==> src/rtl/ay_bus_master.sv <==
// AY-3-891x bus master: runs one command as ADDR, GAP1, DATA, GAP2 phases on a
// registered BDIR/BC1/BC2 bus. Define AYBM_READ_EN to enable register reads.
module ay_bus_master #(
    parameter int T_ADDR = 8,
    parameter int T_DATA = 8,
    parameter int T_GAP  = 2
) (
    input  logic       fclk,
    input  logic       rst,
    input  logic       cmd_valid,
    output logic       cmd_ready,
    input  logic       cmd_rd,
    input  logic [7:0] cmd_addr,
    input  logic [7:0] cmd_wdata,
    input  logic [1:0] cmd_chip,
    output logic       rsp_valid,
    output logic [7:0] rsp_rdata,
    output logic       aybdir,
    output logic       aybc1,
    output logic       aybc2,
    output logic       aya8,
    output logic       aya9_n,
    output logic [7:0] ayd_o,
    output logic       ayd_oe,
    input  logic [7:0] ayd_i
);

    typedef enum logic [2:0] {IDLE, ADDR, GAP1, DATA, GAP2} state_t;

    localparam logic [7:0] LD_ADDR = 8'(T_ADDR - 1);
    localparam logic [7:0] LD_DATA = 8'(T_DATA - 1);
    localparam logic [7:0] LD_GAP  = 8'(T_GAP - 1);

    state_t     state_r, state_s;
    logic [7:0] cnt_r, cnt_s;
    logic       rd_r, rd_s;
    logic [7:0] wdata_r, wdata_s;
    logic [7:0] sample_s;
    logic       accept_s;
    logic       ready_s, rsp_s, bdir_s, bc1_s, oe_s, a8_s, a9n_s;
    logic [7:0] dout_s, rdata_s;

`ifdef AYBM_READ_EN
    logic [7:0] sample_r;
`else
    logic       unused_ayd_i;
    assign unused_ayd_i = ^ayd_i;
`endif

    assign accept_s = cmd_valid & cmd_ready;
    assign aybc2    = 1'b1;

    // Next-state, phase counter and next values for every registered output
    always_comb begin
        state_s  = state_r;
        cnt_s    = cnt_r;
        rd_s     = rd_r;
        wdata_s  = wdata_r;
`ifdef AYBM_READ_EN
        sample_s = sample_r;
`else
        sample_s = 8'hFF;
`endif
        case (state_r)
            IDLE: begin
                if (accept_s) begin
                    state_s = ADDR;
                    cnt_s   = LD_ADDR;
                    rd_s    = cmd_rd;
                    wdata_s = cmd_wdata;
                end else begin
                    state_s = IDLE;
                end
            end
            ADDR: begin
                if (cnt_r == 8'd0) begin
                    state_s = GAP1;
                    cnt_s   = LD_GAP;
                end else begin
                    cnt_s = cnt_r - 8'd1;
                end
            end
            GAP1: begin
                if (cnt_r == 8'd0) begin
`ifdef AYBM_READ_EN
                    state_s = DATA;
                    cnt_s   = LD_DATA;
`else
                    // Reads end here when the read path is compiled out
                    if (rd_r) begin
                        state_s = IDLE;
                        cnt_s   = 8'd0;
                    end else begin
                        state_s = DATA;
                        cnt_s   = LD_DATA;
                    end
`endif
                end else begin
                    cnt_s = cnt_r - 8'd1;
                end
            end
            DATA: begin
                if (cnt_r == 8'd0) begin
                    state_s = GAP2;
                    cnt_s   = LD_GAP;
`ifdef AYBM_READ_EN
                    if (rd_r) begin
                        sample_s = ayd_i;
                    end else begin
                        sample_s = sample_r;
                    end
`endif
                end else begin
                    cnt_s = cnt_r - 8'd1;
                end
            end
            GAP2: begin
                if (cnt_r == 8'd0) begin
                    state_s = IDLE;
                end else begin
                    cnt_s = cnt_r - 8'd1;
                end
            end
            default: begin
                state_s = IDLE;
                cnt_s   = 8'd0;
            end
        endcase

        ready_s = (state_s == IDLE);
        case (state_s)
            ADDR: begin
                bdir_s = 1'b1;
                bc1_s  = 1'b1;
                oe_s   = 1'b1;
            end
            DATA: begin
                bdir_s = ~rd_r;
                bc1_s  = rd_r;
                oe_s   = ~rd_r;
            end
            default: begin
                bdir_s = 1'b0;
                bc1_s  = 1'b0;
                oe_s   = 1'b0;
            end
        endcase

        if (accept_s) begin
            dout_s = cmd_addr;
        end else if (state_s == DATA && !rd_r) begin
            dout_s = wdata_r;
        end else begin
            dout_s = ayd_o;
        end

        if (accept_s) begin
            {a9n_s, a8_s} = cmd_chip;
        end else begin
            {a9n_s, a8_s} = {aya9_n, aya8};
        end

        // Response lands on the last cycle of the final gap of the transaction
`ifdef AYBM_READ_EN
        rsp_s = (state_s == GAP2) && (cnt_s == 8'd0);
`else
        rsp_s = ((state_s == GAP2) || (state_s == GAP1 && rd_r)) && (cnt_s == 8'd0);
`endif
        if (rsp_s) begin
            rdata_s = rd_r ? sample_s : 8'h00;
        end else begin
            rdata_s = rsp_rdata;
        end
    end

    // State, command latch and output registers
    always_ff @(posedge fclk or posedge rst) begin
        if (rst) begin
            state_r   <= IDLE;
            cnt_r     <= 8'd0;
            rd_r      <= 1'b0;
            wdata_r   <= 8'h00;
            cmd_ready <= 1'b0;
            rsp_valid <= 1'b0;
            rsp_rdata <= 8'h00;
            aybdir    <= 1'b0;
            aybc1     <= 1'b0;
            aya8      <= 1'b0;
            aya9_n    <= 1'b1;
            ayd_o     <= 8'h00;
            ayd_oe    <= 1'b0;
`ifdef AYBM_READ_EN
            sample_r  <= 8'h00;
`endif
        end else begin
            state_r   <= state_s;
            cnt_r     <= cnt_s;
            rd_r      <= rd_s;
            wdata_r   <= wdata_s;
            cmd_ready <= ready_s;
            rsp_valid <= rsp_s;
            rsp_rdata <= rdata_s;
            aybdir    <= bdir_s;
            aybc1     <= bc1_s;
            aya8      <= a8_s;
            aya9_n    <= a9n_s;
            ayd_o     <= dout_s;
            ayd_oe    <= oe_s;
`ifdef AYBM_READ_EN
            sample_r  <= sample_s;
`endif
        end
    end

endmodule
==> config.mk <==
export PLATFORM = sky130hd
export DESIGN_NAME = ay_bus_master
export DESIGN_NICKNAME = d
export VERILOG_FILES = /design/src/rtl/ay_bus_master.sv
export SDC_FILE = /design/constraint.sdc
export NUM_CORES = 1
export LEC_CHECK = 0
export ABC_AREA = 1
export CORE_MARGIN = 5
export CORE_UTILIZATION = 47
export CTS_CLUSTER_DIAMETER = 40
export CTS_CLUSTER_SIZE = 12
export DETAILED_ROUTE_END_ITERATION = 6
export GPL_TIMING_DRIVEN = 0
export PLACE_DENSITY = 0.77
export SLEW_MARGIN = 20
export SYNTH_ARGS = -nofsm -noshare
export SYNTH_HDL_FRONTEND = slang
export SYNTH_SLANG_ARGS = --single-unit
export TNS_END_PERCENT = 100
==> constraint.sdc <==
create_clock -name fclk -period 2.2 [get_ports fclk]
set_input_delay 0.44 -clock fclk [delete_from_list [all_inputs] [get_ports fclk]]
set_output_delay 0.44 -clock fclk [all_outputs]
set_load 0.005 [all_outputs]
# After elaboration in Yosys (flattened, before gate mapping)
# Index checks and enable logic that the tools add are counted.
[word_totals]
register_bits = 42
wordCells = 53
[classes]
add_sub_neg = 1
bitwise_logic = 2
muxes = 18
eq_ne = 8
reduce_logical = 12
[op_table]
columns = ["cell", "n"]
rows = [
  ["$mux W8", 7],
  ["$pmux W8 S4", 1],
  ["$logic_not A8 Y1", 2],
  ["$mux W3", 5],
  ["$pmux W3 S5", 1],
  ["$eq A3 B2 Y1 const B", 4],
  ["$sub A8 B1 Y8 const B", 1],
  ["$eq A3 B1 Y1 const B", 2],
  ["$eq A3 B3 Y1 const B", 2],
  ["$logic_not A3 Y1", 2],
  ["$pmux W1 S2", 2],
  ["$logic_and A1 B1 Y1", 3],
  ["$mux W2", 1],
  ["$reduce_and A2 Y1", 1],
  ["$reduce_bool A2 Y1", 1],
  ["$reduce_or A2 Y1", 1],
  ["$and A1 B1 Y1", 1],
  ["$logic_not A1 Y1", 1],
  ["$logic_or A1 B1 Y1", 1],
  ["$mux W1", 1],
  ["$not A1 Y1", 1],
]

# Logic depth before layout (Yosys ltp)
[logic_depth]
ltp_word = 7
depth_mapped = 16
depth_no_buf = 16

# Least setup slack after synthesis
# OpenSTA, ideal clock, no wires.
[synth_timing]
path_kind = "register to register"
start = "reg cnt_r[0]"
end = "reg rsp_rdata[6]"
path_stages_with_launch = 17
period_less_slack_ns = 1.953
setup_slack_ns = 0.247
arrival_ns = 1.836
path_buffers = 0
required_ns = 2.083
setup_ns = 0.117
path_cell_list = "dfrtp_1 inv_1 ha_1 inv_1 nor2_2 nand2_4 ha_1 nand2_1 o21ai_0 nor2_1 nand2_1 inv_1 nand2_1 nor2_1 nand3_1 nand2_1 nand2_1"
[synth_between]
elab_cells_between_ends = 18
cone_classes = "1 x add/sub; 2 x eq/ne; 10 x mux; 5 x reduce/logical"
[synth_rtl]
columns = ["item", "line", "rtl"]
rows = [
  ["start: declaration", "35", "logic [7:0] cnt_r, cnt_s;"],
  ["start signal: assignment", "197", "cnt_r <= cnt_s;"],
  ["$sub A8 B1 Y8 / $logic_not A8 Y1 (equally long branches)", "-", ""],
  ["$mux W8, on equally long branches", "-", ""],
  ["$pmux W8 S4 *", "64", "case (state_r)"],
  ["net cnt_s[0]", "35", ""],
  ["$logic_not A8 Y1 *", "167", "rsp_s = ((state_s == GAP2) || (state_s == GAP1 && rd_r)) && (cnt_s == 8'd0);"],
  ["$logic_and A1 B1 Y1 *", "167", ""],
  ["end signal: assignment", "202", "rsp_rdata <= rdata_s;"],
  ["end: declaration", "17", "output logic [7:0] rsp_rdata,"],
]
# The timed path passes the listed nets; every way through them passes the cells marked *.
# A chain may end at the register's enable or synchronous reset.

# Worst setup path after layout
# Same ends and word-level chain as after synthesis.

==> results.yml <==
outcome:
  run_status: "finished clean"
cells_and_area:
  drive_above_1_share_pct: 16.7
  fillers: 418
  fin_area_mm2: 0.00275
  syn2layout_area_growth_pct: 29.8
  nNetsFinal: 373
  diodes: 0
  final_core_util_pct: 63.1
grt:
  grt_max_degree: 36
  grt_pass1_wl_mm: 7.98
  grt_remaining_overflow: 0
  antenna_found_initial: 0
  first_global_vias: 1694
  grt_usage_pct: 16.7
placed_design:
  postPlaceCellArea_mm2: 0.00262
  dp_hpwl_mm: 3.67
  place_congestion: 0.807
  port_buffers: 44
synthesis:
  syn-num-nets: 318
  synth_cell_types: 29
  ys_seq_area_share_pct: 41.4
  netlist_area_mm2: 0.00212
  syn_area_per_cell_um2: 7.43
  synth_seq_cells: 35
  ys_warn_count: 0
  syn_inst: 285
power_and_ir_drop:
  peakVddDrop_mv: 0.363
  static-leakage-power_uw: 0.00142
  power.density_mw_per_mm2: 422
timing:
  fin_crit_ns: 2.02
  setup_tns_ns: 0
  max_freq_mhz: 494
  maxSlewViolCount: 0
  setup_viol: 0
  skew_ns: 0.0171
  rsz0062_at_grt: "false"
  finalHoldViolCount: 0
  worstMarginPinSlew_ns: 0.713
  min_period_over_period_pct: 92.0
  slew_headroom_pct: 52.4
floorplanning:
  start_util_pct: 48.6
  dieArea_mm2: 0.00595
  rows: 24
  io_pins: 54
  die_x_um: 77.1
  core_area_mm2: 0.00435
  die_h_um: 77.1
route:
  drtAntennaViolNets: 0
  met2_length_mm: 2.20
  top_layer_used: "met4"
  drt-met1-wl_mm: 2.26
  drt_iter0_markers: 130
  post_drt_via_cell_ratio: 4.79
  dr_total_vias: 1883
  routed_wl_mm: 4.78
  met3_length_um: 231
  first_pass_iters: 4
  routedWlPerCell_um: 12.2
  drc: 0
critical_path:
  crit_start: "cnt_r[0]"
  rrSetupSlack_ns: 0.18
  required_ns: 2.39
  worstSetupStartpointType: "register"
  rr_worst_depth: 16
  critical_path.reg2reg.endpoint: "rsp_rdata[6]"
  crit_type: "register to register"
  critPathArrivalTime_ns: 2.21
  crit_path_max_fanout: 5
  r2r-start: "cnt_r[0]"
  endpoint_kind: "register"
clock_tree:
  hold_buffers: 0
  cts_root_buffer: "clkbuf_8"
  tritoncts: "yes"
  insertion_delay_ns: 0.30
  clk_pin_slew_ns: 0.08
  cts_buffers: 5
  clock-sinks: 35
  clk_path_buf_depth: 2
  h-tree-depth: 2
hold_path:
  min_from: "aya9_n"
  hold_path_class: "register to register"
  holdPathStages: 2
  worstHoldEndpoint: "aya9_n"
flow_run:
  cap_violations: 0
==> report_power, final <==
part           switching, µW  internal, µW  leakage, µW  total, µW
registers                  0           643     0.000440        643
clock network            244           221    0.0000412        465
logic                   17.8          33.4     0.000943       51.2
==> critical path, stage by stage (launching register included) <==
cell and delay (ns):
dfrtp_1 0.41, inv_2 0.07, ha_2 0.18, inv_1 0.06, nor2_4 0.13, nand2_4 0.08
ha_1 0.28, nand2_1 0.06, o21ai_0 0.07, nor2_1 0.09, nand2_1 0.09, inv_1 0.08
nand2_1 0.05, nor2_1 0.08, nand3_1 0.07, nand2_1 0.07, nand2_1 0.05
==> what timing repair did <==
| action | CTS | global route |
|---|---|---|
| pin swaps | 0 | 2 |
| gates resized for setup | 1 | 4 |
| buffers inserted | 0 | 4 |
| setup endpoints to repair | 2 | 2 |
==> cells by family (layout without fill, tap and decap cells) <==
logic type	Yosys count	after routing	share of synthesized area, %
AO/OA/AOI/OAI	28	28	8.09
XOR/XNOR	1	1	0.414
adder cells (fa/ha/maj)	3	3	1.77
buffers and inverters	48	104	10.8
flip-flops	35	35	41.4
other	1	1	0.177
AND/OR/NAND/NOR	169	169	37.3
==> layer usage <==
metal	vias to the layer above	global-route usage (%)
li1	985	-
met1	847	23.4
met2	45	24.9
met3	6	3.98
met4	0	6.19
met5	-	0
==> final cells by class <==
cell class / instances / area (µm²) / share of cell area, %
Clock buffer: 6 / 72.6 / 2.64
Sequential cell: 35 / 877 / 31.9
Buffer: 13 / 95.1 / 3.46
Tap cell: 52 / 65.1 / 2.37
Multi-Input combinational cell: 202 / 1020 / 37.2
Timing Repair Buffer: 48 / 470 / 17.1
Inverter: 35 / 134 / 4.87
Clock inverter: 2 / 12.5 / 0.455
==> synthesized netlist by cell type <==
library cell | n | share of area, %
inv_4 | 1 | 0.30
dfstp_2 | 1 | 1.2
o21ai_1 | 1 | 0.24
nand3_1 | 17 | 4.0
conb_1 | 1 | 0.18
nand2_2 | 4 | 1.2
o21a_1 | 8 | 2.8
inv_2 | 5 | 0.89
a21oi_1 | 4 | 0.95
and3_1 | 1 | 0.30
xor2_1 | 1 | 0.41
nand2_4 | 8 | 4.3
nand4_2 | 1 | 0.59
o21ai_0 | 12 | 2.8
ha_1 | 3 | 1.8
nand2_1 | 82 | 15
buf_2 | 1 | 0.24
buf_8 | 1 | 0.71
dfrtp_1 | 34 | 40
clkinv_1 | 1 | 0.18
nor2_1 | 46 | 8.2
inv_1 | 28 | 5.0
nand4_1 | 3 | 0.89
nor2_2 | 3 | 0.89
o21ai_2 | 3 | 1.2
nor2_8 | 1 | 0.95
nor2_4 | 3 | 1.6
clkbuf_1 | 2 | 0.35
buf_4 | 9 | 3.2
==> per-stage QoR <==
step	cells	total power [µW]	hold slack [ns]	worst slack [ns]
2_1_floorplan	285	667	0.450	0.247
3_3_place_gp	381	708	0.459	-0.0492
3_5_place_dp	381	708	0.467	-0.0762
4_1_cts	389	1170	0.479	0.0206
5_1_grt	393	1200	0.498	0.0137
6_report	393	1160	0.473	0.177
==> worst max path at each step <==
stage	end	depth (start not counted)
6_report	rsp_rdata[6]	16
5_1_grt	rsp_rdata[6]	16
4_1_cts	rsp_rdata[6]	16
3_5_place_dp	rsp_rdata[6]	12
3_3_place_gp	rsp_rdata[6]	12
2_1_floorplan	rsp_rdata[6]	16
==> flip-flops by register name, summed over array words and instances (netlist names), 3 cells and up <==
register / count
ayd_o: 8
cnt_r: 8
wdata_r: 8
state_r: 3
==> cell usage in the layout (no fill, tap or decap), drive strengths merged <==
master          n
xor2            1
nor2           53
o21a            8
o21ai          16
clkdlybuf4s50  44
nand2          94
conb            1
and3            1
buf            15
a21oi           4
nand3          17
clkbuf          8
nand4           4
clkinv          2
dfrtp          34
dfstp           1
inv            34
ha              3
clkinvlp        1
(Power assumes the default switching activity.)
